`config.mk`:
```
export PLATFORM = sky130hd
export DESIGN_NAME = mem_access_unit
export DESIGN_NICKNAME = d
export VERILOG_FILES = /design/src/rtl/mem_access_pkg.sv /design/src/rtl/mem_lane_align.sv /design/src/rtl/mem_access_unit.sv
export SDC_FILE = /design/constraint.sdc
export NUM_CORES = 1
export LEC_CHECK = 0
export CAP_MARGIN = 15
export CORE_AREA = 4 4 102 177
export CTS_CLUSTER_DIAMETER = 40
export DETAILED_ROUTE_END_ITERATION = 12
export DIE_AREA = 0 0 106 181
export PLACE_DENSITY = 0.84
export SLEW_MARGIN = 30
export SYNTH_ARGS = -nofsm -noshare
export SYNTH_HDL_FRONTEND = slang
export SYNTH_SLANG_ARGS = --single-unit
```
`constraint.sdc`:
```
create_clock -name Clk -period 2.9 [get_ports Clk]
set_clock_uncertainty 0.2 [all_clocks]
set_input_delay 0.58 -clock Clk [delete_from_list [all_inputs] [get_ports Clk]]
set_output_delay 0.58 -clock Clk [all_outputs]
set_load 0.1 [all_outputs]
```
`src/rtl/mem_access_pkg.sv`:
```
// mem_access_pkg: MemDataType encodings and FSM state type for the load/store unit
package mem_access_pkg;
  localparam logic [1:0] MDT_BYTE = 2'b00;
  localparam logic [1:0] MDT_HALF = 2'b01;
  localparam logic [1:0] MDT_WORD = 2'b10;
  typedef enum logic [1:0] {IDLE, RD, WR, DONE} state_t;
endpackage

```
`src/rtl/mem_lane_align.sv`:
```
// mem_lane_align: little-endian lane extract/extend for loads and lane merge for sub-word stores
module mem_lane_align (
  input  logic [1:0]  typ,
  input  logic        uns,
  input  logic [1:0]  lane,
  input  logic [31:0] rdata,
  input  logic [31:0] wdata,
  output logic [31:0] load_data,
  output logic [31:0] merge_data
);
  import mem_access_pkg::*;
  logic [4:0]  sh;
  logic [31:0] shifted;
  logic [31:0] mask;
  // shift the selected lane down for loads, splice the low store bits into it for RMW
  always_comb begin
    sh = (typ == MDT_BYTE) ? {lane, 3'b000} : {lane[1], 4'b0000};
    shifted = rdata >> sh;
    mask = (typ == MDT_BYTE) ? 32'h0000_00ff : 32'h0000_ffff;
    load_data = (typ >= MDT_WORD) ? rdata :
                (typ == MDT_BYTE) ? {{24{~uns & shifted[7]}}, shifted[7:0]} :
                                    {{16{~uns & shifted[15]}}, shifted[15:0]};
    merge_data = (typ >= MDT_WORD) ? wdata : (rdata & ~(mask << sh)) | ((wdata & mask) << sh);
  end
endmodule

```
`src/rtl/mem_access_unit.sv`:
```
// mem_access_unit: load/store unit with req/ack memory handshake, RMW sub-word stores and ack watchdog (optional ALIGN_CHECK_EN)
module mem_access_unit #(
  parameter int ADDR_WIDTH     = 32,
  parameter int TIMEOUT_CYCLES = 255
) (
  input  logic                  Clk,
  input  logic                  Reset,
  input  logic                  MemRead,
  input  logic                  MemWrite,
  input  logic [1:0]            MemDataType,
  input  logic                  LoadUnsigned,
  input  logic [ADDR_WIDTH-1:0] Address,
  input  logic [31:0]           WriteData,
  output logic [31:0]           ReadData,
  output logic                  Stall,
  output logic                  Done,
  output logic                  AddrErr,
  output logic                  BusErr,
  output logic                  MemReq,
  output logic                  MemWe,
  output logic [ADDR_WIDTH-1:0] MemAddr,
  output logic [31:0]           MemWData,
  input  logic [31:0]           MemRData,
  input  logic                  MemAck
);
  import mem_access_pkg::*;
  state_t      state, state_n;
  logic [1:0]  typ_q, lane_q;
  logic        uns_q, wr_q, aerr_q, berr_q;
  logic [31:0] wdata_q, wd, load_data, merge_data;
  logic        req, mis, accept, timeout;
  assign req    = MemRead | MemWrite;
  assign accept = (state == IDLE) && req;
`ifdef ALIGN_CHECK_EN
  assign mis = (MemDataType >= MDT_WORD) ? (Address[1:0] != 2'b00) : (MemDataType == MDT_HALF) && Address[0];
`else
  assign mis = 1'b0;
`endif
  assign timeout = (TIMEOUT_CYCLES != 0) && !MemAck && (wd == 32'(TIMEOUT_CYCLES - 1));
  assign MemReq  = (state == RD) || (state == WR);
  assign MemWe   = state == WR;
  assign Done    = state == DONE;
  assign Stall   = MemReq || accept;
  assign AddrErr = Done & aerr_q;
  assign BusErr  = Done & berr_q;
  mem_lane_align u_align (
    .typ        (typ_q),
    .uns        (uns_q),
    .lane       (lane_q),
    .rdata      (MemRData),
    .wdata      (wdata_q),
    .load_data  (load_data),
    .merge_data (merge_data)
  );
  // state register
  always_ff @(posedge Clk) begin
    if (Reset) state <= IDLE;
    else       state <= state_n;
  end
  // next state: loads and sub-word stores read first, word stores go straight to write
  always_comb begin
    state_n = state;
    case (state)
      IDLE:    if (req) state_n = mis ? DONE : (MemWrite && MemDataType >= MDT_WORD) ? WR : RD;
      RD:      if (MemAck) state_n = wr_q ? WR : DONE;
               else if (timeout) state_n = DONE;
      WR:      if (MemAck || timeout) state_n = DONE;
      default: state_n = IDLE;
    endcase
  end
  // request latch, per-phase watchdog, load result and RMW merge capture
  always_ff @(posedge Clk) begin
    if (Reset) begin
      wd       <= '0;
      typ_q    <= '0;
      lane_q   <= '0;
      uns_q    <= 1'b0;
      wr_q     <= 1'b0;
      wdata_q  <= '0;
      aerr_q   <= 1'b0;
      berr_q   <= 1'b0;
      MemAddr  <= '0;
      MemWData <= '0;
      ReadData <= '0;
    end else begin
      wd <= (MemReq && state_n == state) ? wd + 32'd1 : 32'd0;
      if (accept) begin
        typ_q    <= MemDataType;
        lane_q   <= Address[1:0];
        uns_q    <= LoadUnsigned;
        wr_q     <= MemWrite;
        wdata_q  <= WriteData;
        aerr_q   <= mis;
        berr_q   <= 1'b0;
        MemAddr  <= {Address[ADDR_WIDTH-1:2], 2'b00};
        MemWData <= WriteData;
      end
      if (state == RD && MemAck) begin
        if (wr_q) MemWData <= merge_data;
        else      ReadData <= load_data;
      end else if (MemReq && timeout) begin
        berr_q   <= 1'b1;
        ReadData <= '0;
      end
    end
  end
endmodule
```
; Word level (Yosys, flattened, before mapping)
; Cells that the tools add are included.
[totals]
register_bits = 167
output_inout_bits = 102
elab_cells = 69
[op_classes]
addsub = 1
magnitude_cmp = 2
eq_ne = 6
shifts = 3
muxes = 21
bitwise_logic = 10
n_reduce_logical = 15
[ops]
columns = op, count
row1 = $mux 32, 9
row2 = $and 32x32->32, 2
row3 = $add 32x1->32 const B, 1
row4 = $eq 32x8->1 const B, 1
row5 = $not 32->32, 1
row6 = $or 32x32->32, 1
row7 = $shl 16x5->32, 1
row8 = $shl 32x5->32, 1
row9 = $shr 32x5->16, 1
row10 = $mux 16, 1
row11 = $mux 2, 5
row12 = $logic_and 1x1->1, 6
row13 = $pmux 2 s3, 1
row14 = $eq 2x2->1 const B, 2
row15 = $ge 2x2->1 const B, 2
row16 = $logic_not 2->1, 2
row17 = $mux 1, 4
row18 = $mux 4, 1
row19 = $and 1x1->1, 3
row20 = $logic_or 1x1->1, 3
row21 = $eq 2x1->1 const B, 1
row22 = $eq 2x2->1, 1
row23 = $ne 2x2->1 const B, 1
row24 = $not 1->1, 2
row25 = other kinds (5), 5

; Depth between registers and ports, before layout
; Gate-level depths: netlist of the first run.
[depth]
depth_word = 9
ltp_mapped = 9
ltp_nobuf = 7

; Cells and area by module
; A second synthesis of the first run with hierarchy kept.
[unflattened]
hier_cells = 1049
hier_area_um2 = 8376.8
[modules_own_cells]
columns = module, n_inst, cells_each, area_each_um2, seq_area_each_um2
row1 = mem_access_unit, 1, 822, 6770.2, 3343.2
row2 = mem_lane_align, 1, 227, 1606.5, 0.0

; Worst setup path after synthesis of the first run
; OpenSTA, ideal clock, no wires.
[synth_timing]
path_type = register to output
from = reg state[1]
to = out Stall
t_arrival_ns = 2.248
required_ns = 2.120
setup_slack_ns = -0.128
stages_incl_launch_ff = 4
path_cell_list = dfxtp_1 inv_1 ha_1 nand2b_1
[synth_via]
elab_chain_len = 3
elab_cells_between_ends = 6
classes_between = eq/ne (2) / reduce/logical (4)
[synth_lines]
columns = element, line
row1 = from (decl), mem_access_unit.sv:27  ; state_t state, state_n;
row2 = from (signal assigned), mem_access_unit.sv:58  ; else state <= state_n;
row3 = $eq 2x1->1 / $eq 2x2->1 (equally long branches), mem_access_unit.sv:40  ; assign MemReq = (state == RD) || (state == WR);
row4 = $logic_or 1x1->1 *, mem_access_unit.sv:40
row5 = net MemReq, mem_access_unit.sv:19  ; output logic MemReq,
row6 = $logic_or 1x1->1 *, mem_access_unit.sv:43  ; assign Stall = MemReq || accept;
row7 = to (decl), mem_access_unit.sv:15  ; output logic Stall,
; The timed path passes the listed nets; every way through them passes the cells marked *.

; Worst setup path after layout of the first run
[layout_timing]
from = reg state[1]
to = out Stall
[layout_via]
elab_chain_len = 3
elab_cells_between_ends = 6
classes_between = eq/ne (2) / reduce/logical (4)
[layout_lines]
columns = element, line
row1 = "$eq 2x1->1, or another cell as far along", mem_access_unit.sv:40
row2 = $logic_or 1x1->1 / $logic_and 1x1->1 (equally long branches), "mem_access_unit.sv:40, mem_access_unit.sv:33"
row3 = $logic_or 1x1->1 *, mem_access_unit.sv:43
; Mark *: on every way between the ends. The rest lies on a longest branch, timed or not.

==> metrics.yaml, run 1 <==
synth_top_cell_by_area: "dfxtp_1"
leakagePower_nw: 4.06
post_drt_wl_per_cell_um: 18.2
drt_iter0_drc: 390
final_max_slew_viol_count: 0
area_delta_synth_final_pct: 32.3
yosysUniqueCellTypes: 60
synthCells: 970
place_area_mm2: 0.00998
seq_power_share_pct: 31.0
root_buffer: "clkbuf_16"
synth_seq_area_share_pct: 41.7
place_ws_ns: 0.0918
endpoint: "Stall"
cts.repair.resized: 0
max_freq_ghz: 0.392
cts_tree: "built"
hold_violations: 0
startpoint: "state[1]$_SDFF_PP0_"
worstMarginPinSlew_ns: 0.887
setup_viol: 0
antenna_found_initial: 1
synth_area_leaders: "dfxtp_1 42%, nand2_1 10%, a21oi_1 5.9%, mux2i_1 4.4%, a22o_1 3.3%"
final_layout_size_suffix_gt1_share_pct: 19.0
htreeDepth: 4
fin_nets: 1248
ant_nets: 0
yosys.cell_count.top_type: "nand2_1"
clkSlewWorstSetupHoldPaths_ns: 0.07
switching_share_pct: 43.9
pin_count: 206
wl_um: 25100
crit_path_end_kind: "output pin"
track_usage_pct: 25.3
wl_met3_um: 1320
gp_congestion: 0.939
grt_max_degree: 92
cp_data_arrival_time_ns: 1.77
grt_pass1_vias: 7498
ff2ff_setup_slack_ns: 0.35
die_w_um: 106
drt_first_pass_iters: 5
min_path_type: "flop to flop"
holdBufCountCts: 0
min_period_ns: 2.55
fin_crit_sh_pct: 88.0
drv_cap: 0
clk_path_buf_depth: 2
met1_length_um: 8730
status: "complete, no violations"
portBuffers: 202
irDropWorstVdd_v: 0.000798
clockPowerShare_pct: 26.7
p_per_area_mw_per_mm2: 857
slew_headroom_pct: 40.4
synth_top_flop_cell: "dfxtp_1"
start_kind: "flop"
post_cts_buffers: 0
utilization_pct: 63.6
layout_setup_ws_ns: 0.347
synth-seq-cells: 167
final_cell_area_mm2: 0.0106
drc: 0
setup_total_negative_slack_ns: 0
power.switching_w: 0.00400
rows: 63
holdWs_ns: 0.253
dp_hpwl_um: 18300
grt_overflow: 0
synth_edf_count: 0
coreArea_mm2: 0.0167
clock_latency_ns: 0.43
dieArea_mm2: 0.0192
wl_met2_um: 13300
viasPerCell: 5.61
r2r_start: "state[1]$_SDFF_PP0_"
grt_pass1_wl_um: 38600
p_int_w: 0.00511
start_util_pct: 48.0
critical_path_required_ns: 2.12
cts_num_sinks: 167
reg2reg_depth: 8
vias: 7733
synth_top_area_share_pct: 41.7
synthArstFlopShare_pct: 0
synthesis.area_mm2: 0.00803
p_comb_share_pct: 42.3
synth_common_cells: "220 x nand2_1, 167 x dfxtp_1, 94 x a21oi_1, 46 x clkbuf_1, 42 x o21ai_0"
synth_warnings: 0
highest_layer: "met4"
synth_area_per_cell_um2: 8.27
critPathKind: "flop to output pin"
worst-path-max-fanout: 7
die_h_um: 181
cts_made_buffers: 17
r2r-end: "wd[18]$_SDFF_PP0_"
rsz0062_at_grt: "false"
[per-stage QoR]
stage	power (W)	instances
after detailed placement	0.00671	1346
final	0.00910	1378
after global placement	0.00666	1346
after global routing	0.00946	1378
after CTS	0.00913	1377
after floorplan	0.00575	972
[sequential cells by signal, indices dropped and copies added, names as in the netlist, 2 cells and up]
| register | count |
|---|---|
| state | 2 |
| MemWData | 32 |
| ReadData | 32 |
| lane_q | 2 |
| typ_q | 2 |
| MemAddr | 30 |
| wd | 32 |
| wdata_q | 32 |
[cell usage in the layout, fill, tap and decap left out, types with 5 or more instances in the layout]
cell type / count
nand2_1: 220
nor2b_1: 9
mux2_2: 9
clkdlybuf4s50_1: 102
dfxtp_1: 166
clkbuf_16: 17
nand3_1: 16
nor2_1: 16
inv_1: 9
nand2b_1: 23
a31oi_1: 18
nor3_1: 33
a21bo_2: 7
nor4_1: 7
o21a_1: 18
ha_1: 5
xnor2_1: 26
buf_4: 121
o21ai_0: 41
a22o_1: 30
nor3_2: 9
buf_12: 6
a31o_2: 16
mux2i_1: 35
o22ai_1: 8
o31ai_1: 9
a22oi_1: 8
a21oi_1: 94
[cell type report]
class	instances	area [um2]
Clock buffer	18	439
Tap cell	227	284
Clock inverter	13	196
Inverter	10	37.5
Sequential cell	167	3340
Fill cell	1423	6090
Multi-Input combinational cell	713	4270
Timing Repair Buffer	229	2050
Antenna cell	1	2.50
[critical path, cell delays in order, from the launching register on]
cell	delay, ns
dfxtp_1	0.48
inv_1	0.13
ha_1	0.35
nand2b_2	0.22
buf_12	0.17
[cell families after synthesis]
group,synth area share (%)
simple gates,21.4
fa+ha+maj,0.935
other cells,0.0467
xor+xnor,3.27
buf+inv,5.61
mux,5.63
compound gates,21.4
flops,41.7
[layer usage]
metal  GRT usage (%)  vias to the layer above
met5               0                        -
met1            25.4                     3661
met3            4.15                       83
met2            46.2                      271
li1                -                     3718
met4            18.0                        0
[worst min path at each step]
stage | to | start | depth (start not counted)
final | wdata_q[31]$_SDFFE_PP0P_ | wdata_q[31]$_SDFFE_PP0P_ | 2
after global routing | MemAddr[11]$_SDFFE_PP0P_ | MemAddr[11]$_SDFFE_PP0P_ | 2
after global placement | wdata_q[30]$_SDFFE_PP0P_ | wdata_q[30]$_SDFFE_PP0P_ | 2
after detailed placement | wdata_q[20]$_SDFFE_PP0P_ | wdata_q[20]$_SDFFE_PP0P_ | 2
after CTS | wdata_q[20]$_SDFFE_PP0P_ | wdata_q[20]$_SDFFE_PP0P_ | 2
after floorplan | wdata_q[16]$_SDFFE_PP0P_ | wdata_q[16]$_SDFFE_PP0P_ | 2
[power by group through the flow]
stage | registers [W] | clock network [W] | logic (W)
after CTS | 0.00281 | 0.00246 | 0.00386
after global routing | 0.00285 | 0.00257 | 0.00404
after detailed placement | 0.00286 | 0 | 0.00385
after floorplan | 0.00420 | 0 | 0.00155
after global placement | 0.00285 | 0 | 0.00380
final | 0.00282 | 0.00243 | 0.00385
Power figures use the tool's default switching activity.
==> run 2: changes to the inputs <==
--- a/config.mk
+++ b/config.mk
@@ -6,11 +6,13 @@
 export NUM_CORES = 1
 export LEC_CHECK = 0
 export CAP_MARGIN = 15
-export CORE_AREA = 4 4 102 177
+export CORE_AREA = 4 4 122 211
 export CTS_CLUSTER_DIAMETER = 40
 export DETAILED_ROUTE_END_ITERATION = 12
-export DIE_AREA = 0 0 106 181
-export PLACE_DENSITY = 0.84
+export DIE_AREA = 0 0 126 215
+export GPL_ROUTABILITY_DRIVEN = 0
+export GPL_TIMING_DRIVEN = 0
+export PLACE_DENSITY = 0.63
 export SLEW_MARGIN = 30
 export SYNTH_ARGS = -nofsm -noshare
 export SYNTH_HDL_FRONTEND = slang
==> metrics.yaml, run 2 (same netlist as run 1, synthesis figures left out) <==
area_delta_synth_final_pct: 38.1
reg2reg_depth: 8  # unchanged
path_cells: "clkdlybuf4s50_1, o21ai_0, clkbuf_8, nand2b_2, buf_4"
crit_path_top_delay_cell: "clkdlybuf4s50_1"
pin_count: 206  # unchanged
cts_num_sinks: 167  # unchanged
drt_iter0_drc: 425  # +9.0%
cts_tree: "built"
antenna_found_initial: 0  # -1
portBuffers: 200  # -0.99%
crit_path_end_kind: "output pin"
hold_violations: 0  # unchanged
switching_share_pct: 44.2  # +0.33 points
final_cell_mix: "220 x nand2_1, 191 x clkdlybuf4s50_1, 165 x dfxtp_1"
diodes: 0  # -1
clock_latency_ns: 0.43  # about the same
p_per_area_mw_per_mm2: 844  # -1.5%
slew_headroom_pct: 30.8  # -9.6 points
grt_overflow: 0  # unchanged
htreeDepth: 4  # unchanged
clkSlewWorstSetupHoldPaths_ns: 0.06  # about the same
wl_um: 28900  # +15%
fin_nets: 1302  # +4.3%
holdWs_ns: 0.219  # -0.0343 ns
post_drt_wl_per_cell_um: 19.1  # +4.7%
mostFrequentLayoutCell: "nand2_1"
critical_path_required_ns: 2.12  # about the same
final_max_slew_viol_count: 0  # unchanged
coreArea_mm2: 0.0240  # +44%
ff2ff_setup_slack_ns: 0.21  # -0.14 ns
viasPerCell: 5.16  # -8.0%
utilization_pct: 46.1  # -17 points
drc: 0  # unchanged
hp-start: "MemWrite"
cp_data_arrival_time_ns: 2.02  # +0.25 ns
cts_made_buffers: 17  # unchanged
grt_max_degree: 20  # -78%
startpoint: "MemRead"
r2r-end: "MemAddr[26]$_SDFFE_PP0P_"
irDropWorstVdd_v: 0.000491  # -39%
min_path_type: "primary input to flop"
cpPeakStageDelay_ns: 0.49  # about the same
die_h_um: 215  # +19%
leakagePower_nw: 3.93  # -3.2%
max_freq_ghz: 0.357  # -8.8%
clockPowerShare_pct: 26.6  # about the same
drt_first_pass_iters: 5  # unchanged
dieArea_mm2: 0.0271  # +41%
worstHoldPathCells: 3  # +1
fin_crit_sh_pct: 96.5  # +8.5 points
min_period_ns: 2.80  # +0.247 ns
clk_path_buf_depth: 2  # unchanged
setup_viol: 0  # unchanged
die_w_um: 126  # +19%
r2r_start: "state[1]$_SDFF_PP0_"
rsz0062_at_grt: "false"
track_usage_pct: 20.8  # -4.5 points
power.switching_w: 0.00414  # +3.5%
rows: 75  # +19%
worstMarginPinSlew_ns: 1.03  # +0.148 ns
p_int_w: 0.00522  # +2.2%
p_comb_share_pct: 43.4  # +1.1 points
grt_pass1_vias: 7953  # +6.1%
grt_pass1_wl_um: 44100  # +14%
drv_cap: 0  # unchanged
start_kind: "primary input"
root_buffer: "clkbuf_16"
status: "complete, no violations"
crit_family: "buffers and inverters"
worst-path-max-fanout: 5  # -2
min_to: "wr_q$_SDFFE_PP0P_"
dp_hpwl_um: 23100  # +27%
seq_power_share_pct: 30.0  # -1.0 points
vias: 7812  # +1.0%
final_layout_size_suffix_gt1_share_pct: 10.9  # -8.2 points
cp.buffers_inverters: 3  # +1
ant_nets: 0  # unchanged
critPathKind: "primary input to output pin"
start_util_pct: 33.4  # -15 points
[run 2: cell count changes in the layout (fill, tap and decap cells not counted), sizes merged]
| cell | change |
|---|---|
| buf | -85 |
| inv | +2 |
| clkbuf | +48 |
| clkinvlp | +1 |
| diode | -1 |
| clkdlybuf4s50 | +89 |
| clkdlybuf4s15 | +4 |
| clkinv | -4 |
[run 2: worst max path at each step]
stage,to,cells after the start
floorplan,wd[23]$_SDFF_PP0_,7
global placement,Stall,6
detailed placement,Stall,6
CTS,Stall,7
global route,MemAddr[30]$_SDFFE_PP0P_,8
finish,Stall,5
[run 2: area by class of cell]
cell class / count / area [um2]
tap: 308 / 385
clock buffer: 20 / 457
fill: 2433 / 12900
timing repair buffer: 202 / 2000
multi-input combinational: 713 / 4250
inverter: 10 / 37.5
clock inverter: 12 / 188
sequential: 167 / 3350
buffer: 81 / 419
[run 2: tightest hold or removal path, stage by stage]
cell     delay [ns]
buf_6          0.11
nand2_1        0.05
a21oi_1        0.05
[run 2: through the flow]
step	setup slack, ns	power [W]	area [um2]	cells	TNS [ns]
2_1_floorplan	0.0840	0.00575	8040	972	0
3_3_place_gp	-1.37	0.00689	10400	1480	-6.61
3_5_place_dp	-1.39	0.00691	10400	1480	-7.29
4_1_cts	0.0208	0.00940	11100	1511	0
5_1_grt	0.0121	0.00973	11100	1513	0
6_report	0.100	0.00935	11100	1513	0
[run 2: power by group through the flow]
stage | combinational [W] | clock [W] | sequential [W]
floorplan | 0.00155 | 0 | 0.00420
global placement | 0.00404 | 0 | 0.00285
detailed placement | 0.00405 | 0 | 0.00286
global route | 0.00427 | 0.00261 | 0.00285
CTS | 0.00406 | 0.00253 | 0.00281
finish | 0.00406 | 0.00249 | 0.00281
[run 2: what timing repair did]
item,in CTS,in global routing
endpoints found under the setup margin,5,8
gates resized for setup,23,1
hold buffers,0,0
buffers inserted,0,2
[run 2: routing by layer]
layer  GRT usage (%)  part of all wire (%)
met1            19.9                    34
met2            39.7                    55
met3            3.23                   4.2
met4            14.0                   6.9
met5               0                     0
==> run 3: changes to the inputs <==
--- a/config.mk
+++ b/config.mk
@@ -6,13 +6,13 @@
 export NUM_CORES = 1
 export LEC_CHECK = 0
 export CAP_MARGIN = 15
-export CORE_AREA = 4 4 122 211
+export CORE_AREA = 4 4 167 153
 export CTS_CLUSTER_DIAMETER = 40
 export DETAILED_ROUTE_END_ITERATION = 12
-export DIE_AREA = 0 0 126 215
+export DIE_AREA = 0 0 171 157
 export GPL_ROUTABILITY_DRIVEN = 0
 export GPL_TIMING_DRIVEN = 0
-export PLACE_DENSITY = 0.63
+export PLACE_DENSITY = 0.64
 export SLEW_MARGIN = 30
 export SYNTH_ARGS = -nofsm -noshare
 export SYNTH_HDL_FRONTEND = slang
==> metrics.yaml, run 3 (same netlist as run 1, synthesis figures left out) <==
pin_count: 206  # unchanged
crit_path_top_delay_cell: "dfxtp_2"
clkSlewWorstSetupHoldPaths_ns: 0.06  # about the same
holdBufCountCts: 0  # unchanged
dp_hpwl_um: 20900  # -9.8%
fin_crit_sh_pct: 95.8  # -0.79 points
cpPeakStageDelay_ns: 0.39  # -0.10 ns
cts_tree: "built"
clock_latency_ns: 0.43  # about the same
wl_met2_um: 12600  # -20%
dieArea_mm2: 0.0268  # -0.90%
post_drt_wl_per_cell_um: 18.1  # -5.3%
antenna_found_initial: 0  # unchanged
die_h_um: 157  # -27%
drv_cap: 0  # unchanged
worstMarginPinSlew_ns: 1.03  # -0.00199 ns
critical_path_required_ns: 2.12  # about the same
viasPerCell: 5.17  # +0.22%
crit_path_end_kind: "output pin"
critPathKind: "flop to output pin"
start_kind: "flop"
grt_pass1_wl_um: 41400  # -6.1%
vias: 7819  # +0.090%
fin_nets: 1301  # -0.077%
p_per_area_mw_per_mm2: 838  # -0.67%
met1_length_um: 11800  # +21%
grt_pass1_vias: 7493  # -5.8%
coreArea_mm2: 0.0239  # -0.44%
mostFrequentLayoutCell: "nand2_1"
worstHoldPathCells: 3  # unchanged
final_layout_size_suffix_gt1_share_pct: 10.6  # -0.23 points
drc: 0  # unchanged
diodes: 0  # unchanged
r2r_start: "state[1]$_SDFF_PP0_"
status: "complete, no violations"
portBuffers: 200  # unchanged
cp_data_arrival_time_ns: 2.00  # -0.02 ns
htreeDepth: 4  # unchanged
path_cells: "inv_1, ha_1, clkbuf_2, o21ai_1, clkbuf_4, nand2b_2, buf_4"
wl_um: 27300  # -5.4%
start_util_pct: 33.6  # +0.15 points
cts_num_sinks: 167  # unchanged
setup_viol: 0  # unchanged
holdWs_ns: 0.213  # -0.00609 ns
final_max_slew_viol_count: 0  # unchanged
die_w_um: 171  # +36%
area_delta_synth_final_pct: 37.6
hp-start: "MemWrite"
ant_nets: 0  # unchanged
rows: 54  # -28%
grt_max_degree: 17  # -15%
crit_family: "buffers and inverters"
root_buffer: "clkbuf_16"
min_to: "wr_q$_SDFFE_PP0P_"
final_cell_mix: "220 x nand2_1, 191 x clkdlybuf4s50_1, 165 x dfxtp_1"
setup_total_negative_slack_ns: 0  # unchanged
rsz0062_at_grt: "false"
drt_iter0_drc: 550  # +29%
worst-path-max-fanout: 11  # +6
utilization_pct: 46.2  # about the same
clk_path_buf_depth: 2  # unchanged
reg2reg_depth: 8  # unchanged
highest_layer: "met4"
track_usage_pct: 19.6  # -1.2 points
ff2ff_setup_slack_ns: 0.19  # -0.02 ns
cp.buffers_inverters: 4  # +1
wl_met3_um: 2490  # +100%
r2r-end: "typ_q[1]$_SDFFE_PP0P_"
irDropWorstVdd_v: 0.000480  # -2.1%
drt_first_pass_iters: 5  # unchanged
min_path_type: "primary input to flop"
min_period_ns: 2.78  # -0.0229 ns
max_freq_ghz: 0.360  # +0.82%
grt_overflow: 0  # unchanged
cts_made_buffers: 17  # unchanged
slew_headroom_pct: 30.9  # +0.13 points
leakagePower_nw: 3.92  # -0.37%
hold_violations: 0  # unchanged
[run 3: how the worst max path moves through the flow]
stage,slack (ns),to,cells past startpoint,from
floorplan,0.08,wd[23]$_SDFF_PP0_,7,state[1]$_SDFF_PP0_
global placement,-1.35,Stall,6,MemRead
finish,0.12,Stall,7,state[0]$_SDFF_PP0_
detailed placement,-1.35,Stall,6,MemRead
global route,0.03,Stall,7,state[0]$_SDFF_PP0_
CTS,-0.03,Stall,8,state[1]$_SDFF_PP0_
[run 3: timing repair]
item                                    4_1_cts  5_1_grt
gates resized for setup                      25        1
endpoints found under the setup margin        5        1
buffers inserted                              1        0
cloned                                        0        0
[run 3: tightest hold or removal path, stage by stage]
cell	delay, ns
buf_6	0.11
nand2_1	0.05
a21oi_1	0.05
[run 3: layer usage]
metal / GRT usage, % / vias to the layer above
met4: 4.30 / 0
met5: 0 / -
met2: 32.2 / 298
met1: 25.3 / 3667
met3: 6.38 / 30
li1: - / 3824
[run 3: where the power goes]
group	switching, W	internal, W
Clock	0.000969	0.00147
Combinational	0.00291	0.00111
Sequential	0.000209	0.00260
Total	0.00409	0.00517
[run 3: metrics by stage]
stage | instance area, um2 | cells | setup slack (ns) | power, W
3_5_place_dp | 10400 | 1480 | -1.35 | 0.00686
2_1_floorplan | 8040 | 972 | 0.0840 | 0.00575
5_1_grt | 11000 | 1511 | 0.0258 | 0.00966
6_report | 11000 | 1511 | 0.123 | 0.00926
4_1_cts | 11000 | 1512 | -0.0270 | 0.00931
3_3_place_gp | 10400 | 1480 | -1.35 | 0.00684
[run 3: area by class of cell]
class | count | area, um2
fillers | 2413 | 12900
multi-input cells | 713 | 4250
flip-flops and latches | 167 | 3350
repair buffers | 201 | 1990
clock buffers | 20 | 447
plain buffers | 81 | 413
well taps | 308 | 385
clock inverters | 11 | 173
inverters | 10 | 37.5
